[src/rtl/wb_pkg.sv]
// Shared types and constants for the writeback stage.
package wb_pkg;

    // Writeback FSM states
    typedef enum logic [1:0] {
        RUN      = 2'd0,
        WAIT_MEM = 2'd1,
        HALTED   = 2'd2
    } wb_state_e;

    // Architectural accumulator lives in register 0
    localparam int AC_IDX = 0;

    // Write-data source select encoding
    localparam logic SEL_ALU = 1'b0;
    localparam logic SEL_MEM = 1'b1;

endpackage

[src/rtl/wb_regfile.sv]
// NUM_REGS x DATA_W register file: one write port, two write-through read
// ports, accumulator tap, asynchronous active-low clear.
module wb_regfile
    import wb_pkg::*;
#(
    parameter int  DATA_W   = 16,
    parameter int  NUM_REGS = 4,
    localparam int REG_AW   = $clog2(NUM_REGS)
) (
    input  logic              clk,
    input  logic              rst,
    input  logic              we_i,
    input  logic [REG_AW-1:0] wr_addr_i,
    input  logic [DATA_W-1:0] wr_data_i,
    input  logic [REG_AW-1:0] rd_addr_a_i,
    output logic [DATA_W-1:0] rd_data_a_o,
    input  logic [REG_AW-1:0] rd_addr_b_i,
    output logic [DATA_W-1:0] rd_data_b_o,
    output logic [DATA_W-1:0] ac_o
);

    logic [DATA_W-1:0] regs_q [NUM_REGS];

    // Storage: address decode by loop so out-of-range writes match nothing
    always_ff @(posedge clk or negedge rst) begin
        if (!rst) begin
            for (int i = 0; i < NUM_REGS; i++) regs_q[i] <= '0;
        end else begin
            for (int i = 0; i < NUM_REGS; i++)
                if (we_i && wr_addr_i == REG_AW'(i)) regs_q[i] <= wr_data_i;
        end
    end

    // Read port A: bypass a same-cycle write, out-of-range reads return 0
    always_comb begin
        rd_data_a_o = '0;
        for (int i = 0; i < NUM_REGS; i++)
            if (rd_addr_a_i == REG_AW'(i))
                rd_data_a_o = (we_i && wr_addr_i == rd_addr_a_i) ? wr_data_i : regs_q[i];
    end

    // Read port B: same behaviour as port A
    always_comb begin
        rd_data_b_o = '0;
        for (int i = 0; i < NUM_REGS; i++)
            if (rd_addr_b_i == REG_AW'(i))
                rd_data_b_o = (we_i && wr_addr_i == rd_addr_b_i) ? wr_data_i : regs_q[i];
    end

    // Accumulator reflects stored state only, never the bypass
    assign ac_o = regs_q[AC_IDX];

endmodule

[src/rtl/writeback_unit.sv]
// Writeback stage: selects ALU or load data, stalls for late loads,
// sticky halt, retired-instruction counter, bypassed register file.
module writeback_unit
    import wb_pkg::*;
#(
    parameter int  DATA_W   = 16,
    parameter int  NUM_REGS = 4,
    parameter int  RET_W    = 16,
    localparam int REG_AW   = $clog2(NUM_REGS)
) (
    input  logic              clk,
    input  logic              rst,
    input  logic              halt_program,
    input  logic              in_valid,
    output logic              in_ready,
    input  logic              in_we,
    input  logic [REG_AW-1:0] in_dest,
    input  logic              in_sel_mem,
    input  logic [DATA_W-1:0] alu_result,
    input  logic              mem_valid,
    input  logic [DATA_W-1:0] mem_data,
    input  logic [REG_AW-1:0] rd_addr_a,
    output logic [DATA_W-1:0] rd_data_a,
    input  logic [REG_AW-1:0] rd_addr_b,
    output logic [DATA_W-1:0] rd_data_b,
    output logic [DATA_W-1:0] ac,
    output logic              halted,
    output logic [RET_W-1:0]  retired
);

    wb_state_e         state_q;
    logic              hold_we_q;
    logic [REG_AW-1:0] hold_dest_q;
    logic              halt_pending_q;
    logic              halted_q;
    logic [RET_W-1:0]  retired_q, retired_d;

    logic              accept;
    logic              commit;
    logic              commit_we;
    logic [REG_AW-1:0] commit_dest;
    logic [DATA_W-1:0] commit_data;

    function automatic logic [RET_W-1:0] sat_inc(input logic [RET_W-1:0] v);
        return (v == {RET_W{1'b1}}) ? v : v + 1'b1;
    endfunction

    // Halt request wins over a same-cycle instruction
    assign in_ready = (state_q == RUN) && !halt_program;
    assign accept   = in_valid && in_ready;

    // Commit select: immediate commit in RUN, or load completion in WAIT_MEM
    always_comb begin
        commit      = 1'b0;
        commit_we   = 1'b0;
        commit_dest = in_dest;
        commit_data = alu_result;
        case (state_q)
            RUN: begin
                if (accept && (in_sel_mem == SEL_ALU || mem_valid)) begin
                    commit      = 1'b1;
                    commit_we   = in_we;
                    commit_dest = in_dest;
                    commit_data = (in_sel_mem == SEL_MEM) ? mem_data : alu_result;
                end
            end
            WAIT_MEM: begin
                if (mem_valid) begin
                    commit      = 1'b1;
                    commit_we   = hold_we_q;
                    commit_dest = hold_dest_q;
                    commit_data = mem_data;
                end
            end
            default: ;
        endcase
    end

    // Control FSM with hold registers and registered halted flag
    always_ff @(posedge clk or negedge rst) begin
        if (!rst) begin
            state_q        <= RUN;
            hold_we_q      <= 1'b0;
            hold_dest_q    <= '0;
            halt_pending_q <= 1'b0;
            halted_q       <= 1'b0;
        end else begin
            case (state_q)
                RUN: begin
                    if (halt_program) begin
                        state_q  <= HALTED;
                        halted_q <= 1'b1;
                    end else if (accept && in_sel_mem == SEL_MEM && !mem_valid) begin
                        state_q     <= WAIT_MEM;
                        hold_we_q   <= in_we;
                        hold_dest_q <= in_dest;
                    end
                end
                WAIT_MEM: begin
                    if (mem_valid) begin
                        halt_pending_q <= 1'b0;
                        if (halt_pending_q || halt_program) begin
                            state_q  <= HALTED;
                            halted_q <= 1'b1;
                        end else begin
                            state_q <= RUN;
                        end
                    end else if (halt_program) begin
                        halt_pending_q <= 1'b1;
                    end
                end
                HALTED:  halted_q <= 1'b1;
                default: state_q  <= RUN;
            endcase
        end
    end

    // Retired counter next state: saturating increment per commit
    always_comb begin
        retired_d = retired_q;
        if (commit) retired_d = sat_inc(retired_q);
    end

    // Retired counter register
    always_ff @(posedge clk or negedge rst) begin
        if (!rst) retired_q <= '0;
        else      retired_q <= retired_d;
    end

    assign halted  = halted_q;
    assign retired = retired_q;

    wb_regfile #(
        .DATA_W   (DATA_W),
        .NUM_REGS (NUM_REGS)
    ) u_regfile (
        .clk         (clk),
        .rst         (rst),
        .we_i        (commit && commit_we),
        .wr_addr_i   (commit_dest),
        .wr_data_i   (commit_data),
        .rd_addr_a_i (rd_addr_a),
        .rd_data_a_o (rd_data_a),
        .rd_addr_b_i (rd_addr_b),
        .rd_data_b_o (rd_data_b),
        .ac_o        (ac)
    );

endmodule
[config.mk]
export PLATFORM = sky130hd
export DESIGN_NAME = writeback_unit
export DESIGN_NICKNAME = d
export VERILOG_FILES = /design/src/rtl/wb_pkg.sv /design/src/rtl/wb_regfile.sv /design/src/rtl/writeback_unit.sv
export SDC_FILE = /design/constraint.sdc
export NUM_CORES = 1
export LEC_CHECK = 0
export ABC_AREA = 0
export BUFFER_PORTS_ARGS = -buffer_cell sky130_fd_sc_hd__buf_2
export CAP_MARGIN = 25
export CORE_MARGIN = 10
export CORE_UTILIZATION = 30
export CTS_CLUSTER_DIAMETER = 50
export CTS_CLUSTER_SIZE = 25
export DETAILED_ROUTE_END_ITERATION = 8
export HOLD_SLACK_MARGIN = 0.08
export SETUP_SLACK_MARGIN = 0.4
export SLEW_MARGIN = 10
export SYNTH_ARGS = -nofsm -noshare
export SYNTH_HDL_FRONTEND = slang
export SYNTH_SLANG_ARGS = --single-unit
[constraint.sdc]
create_clock -name clk -period 2.05 [get_ports clk]
set_input_delay 0.1025 -clock clk [delete_from_list [all_inputs] [get_ports clk]]
set_output_delay 0.1025 -clock clk [all_outputs]
set_load 0.02 [all_outputs]
# Word level (Yosys, flattened, before mapping)
# Cells that the tools add are included.
# word_totals
in_bits	45
elab_cells	98
out_inout_bits	66
regBits	87
# classes
mux	38
reduce_logical	27
addsub	1
n_eq_ne	18
bitwise_logic	4
# op_table
cell	count
$mux 16	19
$pmux 16 s2	1
$add 16x1->16 const B	1
$eq 16x16->1 const B	1
$eq 2x2->1 const B	7
$logic_and 1x1->1	12
$mux 2	6
$eq 2x1->1 const B	4
$logic_not 2->1	4
$mux 1	8
$ne 2x2->1 const B	3
$pmux 2 s3	1
$reduce_and 3->1	2
$eq 2x2->1	2
$not 1->1	4
$pmux 1 s2	2
$reduce_and 2->1	2
$reduce_and 4->1	1
$ne 3x2->1 const B	1
$pmux 1 s3	1
$reduce_bool 3->1	1
$logic_not 1->1	2
$logic_or 1x1->1	2
$reduce_bool 2->1	1

# Logic depth before layout (Yosys ltp)
# logic_depth
ltp_word	13
mapped_depth	7
mapped_depth_nobuf	6

# Modules after synthesis
# Synthesis repeated with hierarchy kept, for this count alone.
# hier_totals
cells_unflattened	430
hier_area_um2	5227.5
# modules_own_cells
mod	n_inst	area_per_inst_um2	seq_area_each_um2	cells_per_inst
wb_regfile	1	3839.9	1601.5	306
writeback_unit	1	1387.6	575.6	124

# Worst setup path before layout
# OpenSTA, ideal clock, no wires.
# synth_timing
path_type	reg2out
from	register state_q[1]
to	output rd_data_a[10]
n_path_buf	2
arrival_ps	2244
path_slack_ps	-297
t_required_ps	1947
stages_incl_launch_ff	8
path_cell_list	dfrtp_1 -> and3b_1 -> buf_2 -> mux2i_4 -> xnor2_1 -> nor3_4 -> buf_6 -> mux2i_1
# synth_via
elab_chain_len	13
elab_cells_between_ends	23
classes_between	2 x eq/ne; 15 x mux; 6 x reduce/logical
# synth_lines
item	line	text
start: declaration	writeback_unit.sv:31	wb_state_e state_q;
start signal: assignment	writeback_unit.sv:82	state_q <= RUN;
start signal: assignment	writeback_unit.sv:91	state_q <= HALTED;
start signal: assignment	writeback_unit.sv:94	state_q <= WAIT_MEM;
$logic_not 2->1	writeback_unit.sv:49, writeback_unit.sv:58	
$logic_and 1x1->1	writeback_unit.sv:49	assign in_ready = (state_q == RUN) && !halt_program;
$logic_and 1x1->1	writeback_unit.sv:50	assign accept = in_valid && in_ready;
$logic_and 1x1->1	writeback_unit.sv:60	if (accept && (in_sel_mem == SEL_ALU || mem_valid)) begin
$mux 1	writeback_unit.sv:60	
$pmux 1 s2	writeback_unit.sv:58	case (state_q)
$logic_and 1x1->1	writeback_unit.sv:139	.we_i (commit && commit_we),
$logic_and 1x1->1	wb_regfile.sv:39	rd_data_a_o = (we_i && wr_addr_i == rd_addr_a_i) ? wr_data_i : regs_q[i];
$mux 16	wb_regfile.sv:39	
$mux 16 (3 in series)	wb_regfile.sv:38	if (rd_addr_a_i == REG_AW'(i))
$mux 16 (*)	wb_regfile.sv:38	
end: declaration	writeback_unit.sv:23	output logic [DATA_W-1:0] rd_data_a,
# Every way passes the cells marked *; elsewhere a longest branch is shown, timed or not.

# Worst setup path after layout
# layout_timing
from	register state_q[1]
to	output rd_data_a[2]
# Same word-level chain as after synthesis.

==> results by group <==
Layout
  – FF/Latch Area: 0.002183 mm²
  – Layout net count: 639
  – Antenna diode count: 0
  – Layout cell share with drive strength beyond 1: 51.17%
  – Area Overhead vs Synth: 51.49%
  – Fillcell total: 1,489
  – Multi-input combinational cell area: 0.003084 mm²

Critical path
  – Reg2Reg Depth: 10
  – Worst Path Arrival: 2.47 ns
  – Worst Setup EP: rd_data_a[2]
  – Crit path launch type: flip-flop
  – Reg2reg start: state_q[1]$_DFFE_PN0P_
  – Setup Crit Path Kind: flip-flop to primary output
  – R2r setup slk: -0.13 ns
  – Critical Path Source: state_q[1]$_DFFE_PN0P_
  – Reg-to-Reg End: u_regfile.regs_q[31]$_DFFE_PN0P_
  – Worst Path Max Fanout: 5
  – CP endpoint kind: primary output
  – CP required: 1.95 ns

Logic synthesis
  – Register area share after synthesis: 44.17%
  – Post-Syn Area: 0.004928 mm²
  – Syn Nets: 496
  – Synth Instances: 450
  – Synthesized flop and latch total: 87
  – Number of synthesized flops with an enable pin: 0
  – Post-synth ARST share: 100.0%
  – Syn_area_per_cell: 10.95 µm²
  – Main synth FF type: dfrtp_1
  – Yosys Warn Count: 0
  – Synth cell types: 40

Timing
  – Final hold violation count: 0
  – Worst slew margin: 51.49%
  – Hold_ws: 0.09842 ns
  – Min Tclk post-route: 2.573 ns
  – Clk_skew: 0.009501 ns
  – Tcrit/Tclk final: 125.5%
  – Fmax: 0.3887 GHz
  – RSZ-0062 raised after global routing: true
  – Final setup vio count: 48
  – Setup ws final: -0.5226 ns
  – Worst-margin pin slew: 0.7277 ns
  – Final slew viol count: 0

CTS
  – CTS buffer count: 9
  – CTS sink count: 87
  – CTS tree: done
  – Clock latency on the worst-skew pair: 0.35 ns
  – Clk slew on worst S/H paths: 0.07 ns
  – # H-tree levels: 3
  – Clock buffer depth: 2
  – Root Buffer: clkbuf_16

GRT
  – Largest net degree at the start of global routing: 54
  – Initial antenna violation count: 0
  – Global-route wire length before repair: 24,700 µm
  – Vias in the first global route: 4,417
  – GRT overflow: 0
  – Global-route usage over all layers: 14.30%

Floorplan
  – IO Pins: 111
  – Initial Util: 30.80%
  – Die ar.: 0.02195 mm²
  – Core Area: 0.01600 mm²
  – Die Wd: 148.2 µm
  – Core Rows: 46
  – Die H: 148.2 µm

Run
  – Number of max-cap violations: 0

Drt
  – First-pass iteration count of the detailed router: 4
  – Via Count: 4,033
  – Drt wl/cell: 19.62 µm
  – Drt via density: 4.955
  – Post-route ant nets: 0
  – DRC viols: 0
  – Total routed wirelength: 15,970 µm
  – DR iter-0 viols: 213

Placement
  – Pre-CTS WS: -0.2132 ns
  – DP HPWL: 10,520 µm
  – Input/output buffers: 110
  – Routability-driven placement congestion ratio: 0.8122

Power and ir drop
  – Lkg Pwr: 3.366 nW
  – Worst VDD drop: 0.4001 mV
  – Power Dens Cells: 543.2 mW/mm²

Run status
  – Failing checks: negative setup slack
  – Status: finished, violations left

Min path
  – Hold/Removal Path Class: input pin to flip-flop
## synth_stat cells, types with 2 or more instances
master    count  area [µm²]
a21oi_1      50       250.2
and4_1        2       17.52
buf_2         8       40.04
buf_4        16       120.1
buf_6         2       22.52
clkbuf_1     16       60.06
dfrtp_1      87        2177
inv_1        34       127.6
mux2_2        4       45.04
mux2i_1      48       480.5
mux2i_4       2       45.04
mux4_2       32       720.7
nand2_1      23       86.33
nand3_1       5       25.02
nand4_1       6       37.54
nor2_1       51       191.4
nor3_1        6       30.03
nor3_4        2       32.53
nor3b_1       2       15.01
o21ai_0      16       80.08
or2_2         2       12.51
xnor2_1      16       140.1
xor2_1        3       26.28
## power breakdown
part | total, mW | internal (mW) | switching [mW]
Combinational | 0.554 | 0.258 | 0.296
Sequential | 1.81 | 1.77 | 0.0420
Clock | 1.69 | 0.977 | 0.716
## worst min-delay path by stage
stage	startpoint	end	slack, ns	cells after the start
6_report	mem_valid	state_q[1]$_DFFE_PN0P_	0.1	3
5_1_grt	mem_data[6]	u_regfile.regs_q[22]$_DFFE_PN0P_	0.13	3
4_1_cts	mem_valid	state_q[1]$_DFFE_PN0P_	0.08	3
3_5_place_dp	rst	u_regfile.ac_o[11]$_DFFE_PN0P_	0.21	1
3_3_place_gp	rst	u_regfile.regs_q[43]$_DFFE_PN0P_	0.19	1
2_1_floorplan	rst	halt_pending_q$_DFFE_PN0P_	-0.19	0
## through the flow
step	instance area (µm²)	util, %	TNS [ns]	power [mW]	instances
after global routing	7466	46.66	-22.55	4.202	814
after detailed placement	6421	40.13	-4.950	2.347	773
after floorplan	5409	-	-4.520	2.137	450
final	7466	46.66	-16.11	4.055	814
after CTS	7131	44.57	-15.53	4.067	806
after global placement	6421	40.13	-3.156	2.329	773
## sequential cells by signal (all words and copies together) (netlist names)
signal and cells:
u_regfile.ac_o 16, halted 1, state_q 2, retired 16, hold_we_q 1, halt_pending_q 1, u_regfile.regs_q 48, hold_dest_q 2
## critical path: stages, from the launching register on
cell and delay, ns:
dfrtp_1 0.38, and3b_2 0.26, buf_4 0.12, mux2i_4 0.27, xnor2_1 0.14, nor3_4 0.25, buf_12 0.17, mux2i_1 0.32
buf_4 0.21
## layout by cell type (no fill, tap or decap), types with 12 or more instances in the layout
cell type  synthesis  layout
buf_6              2      21
buf_2              8      83
a21oi_1           50      48
inv_1             34      34
buf_12             0      16
nand2_1           23      19
nor2_1            51      49
o21ai_0           16      12
dfrtp_1           87      82
mux2i_4            2      33
mux4_2            32      32
buf_4             16      43
## final cells by class
cell class / count / share of cell area [%]
Sequential cell: 87 / 29.24
Clock inverter: 5 / 0.7709
Tap cell: 216 / 3.620
Multi-Input combinational cell: 287 / 41.31
Timing Repair Buffer: 174 / 20.09
Clock buffer: 11 / 3.251
Inverter: 34 / 1.709
## layer usage
layer	vias to the layer above	track usage [%]	wire [µm]
li1	1859	-	-
met1	2004	17.16	6562
met2	152	23.88	7965
met3	18	4.399	1205
met4	0	4.708	240
met5	-	0	0
## logic make-up (layout without fill, tap and decap cells)
logic type | after synthesis | in the layout | share of synthesized area, %
xor+xnor | 19 | 19 | 3.376
simple gates | 108 | 108 | 10.51
fa+ha+maj | 1 | 1 | 0.2538
compound gates | 73 | 73 | 7.972
buf+inv | 76 | 224 | 7.515
flops | 87 | 87 | 44.17
mux | 86 | 86 | 26.20
## repair_timing
| item | in CTS | in global routing |
|---|---|---|
| setup endpoints to repair | 105 | 111 |
| endpoints found under the hold margin | 56 | 0 |
| hold buffers | 5 | 0 |
| buffers inserted | 8 | 7 |
| gates resized for setup | 54 | 57 |
| cloned | 4 | 1 |
| pin swaps | 7 | 14 |
Note: power is estimated with default switching activity, not from simulation.
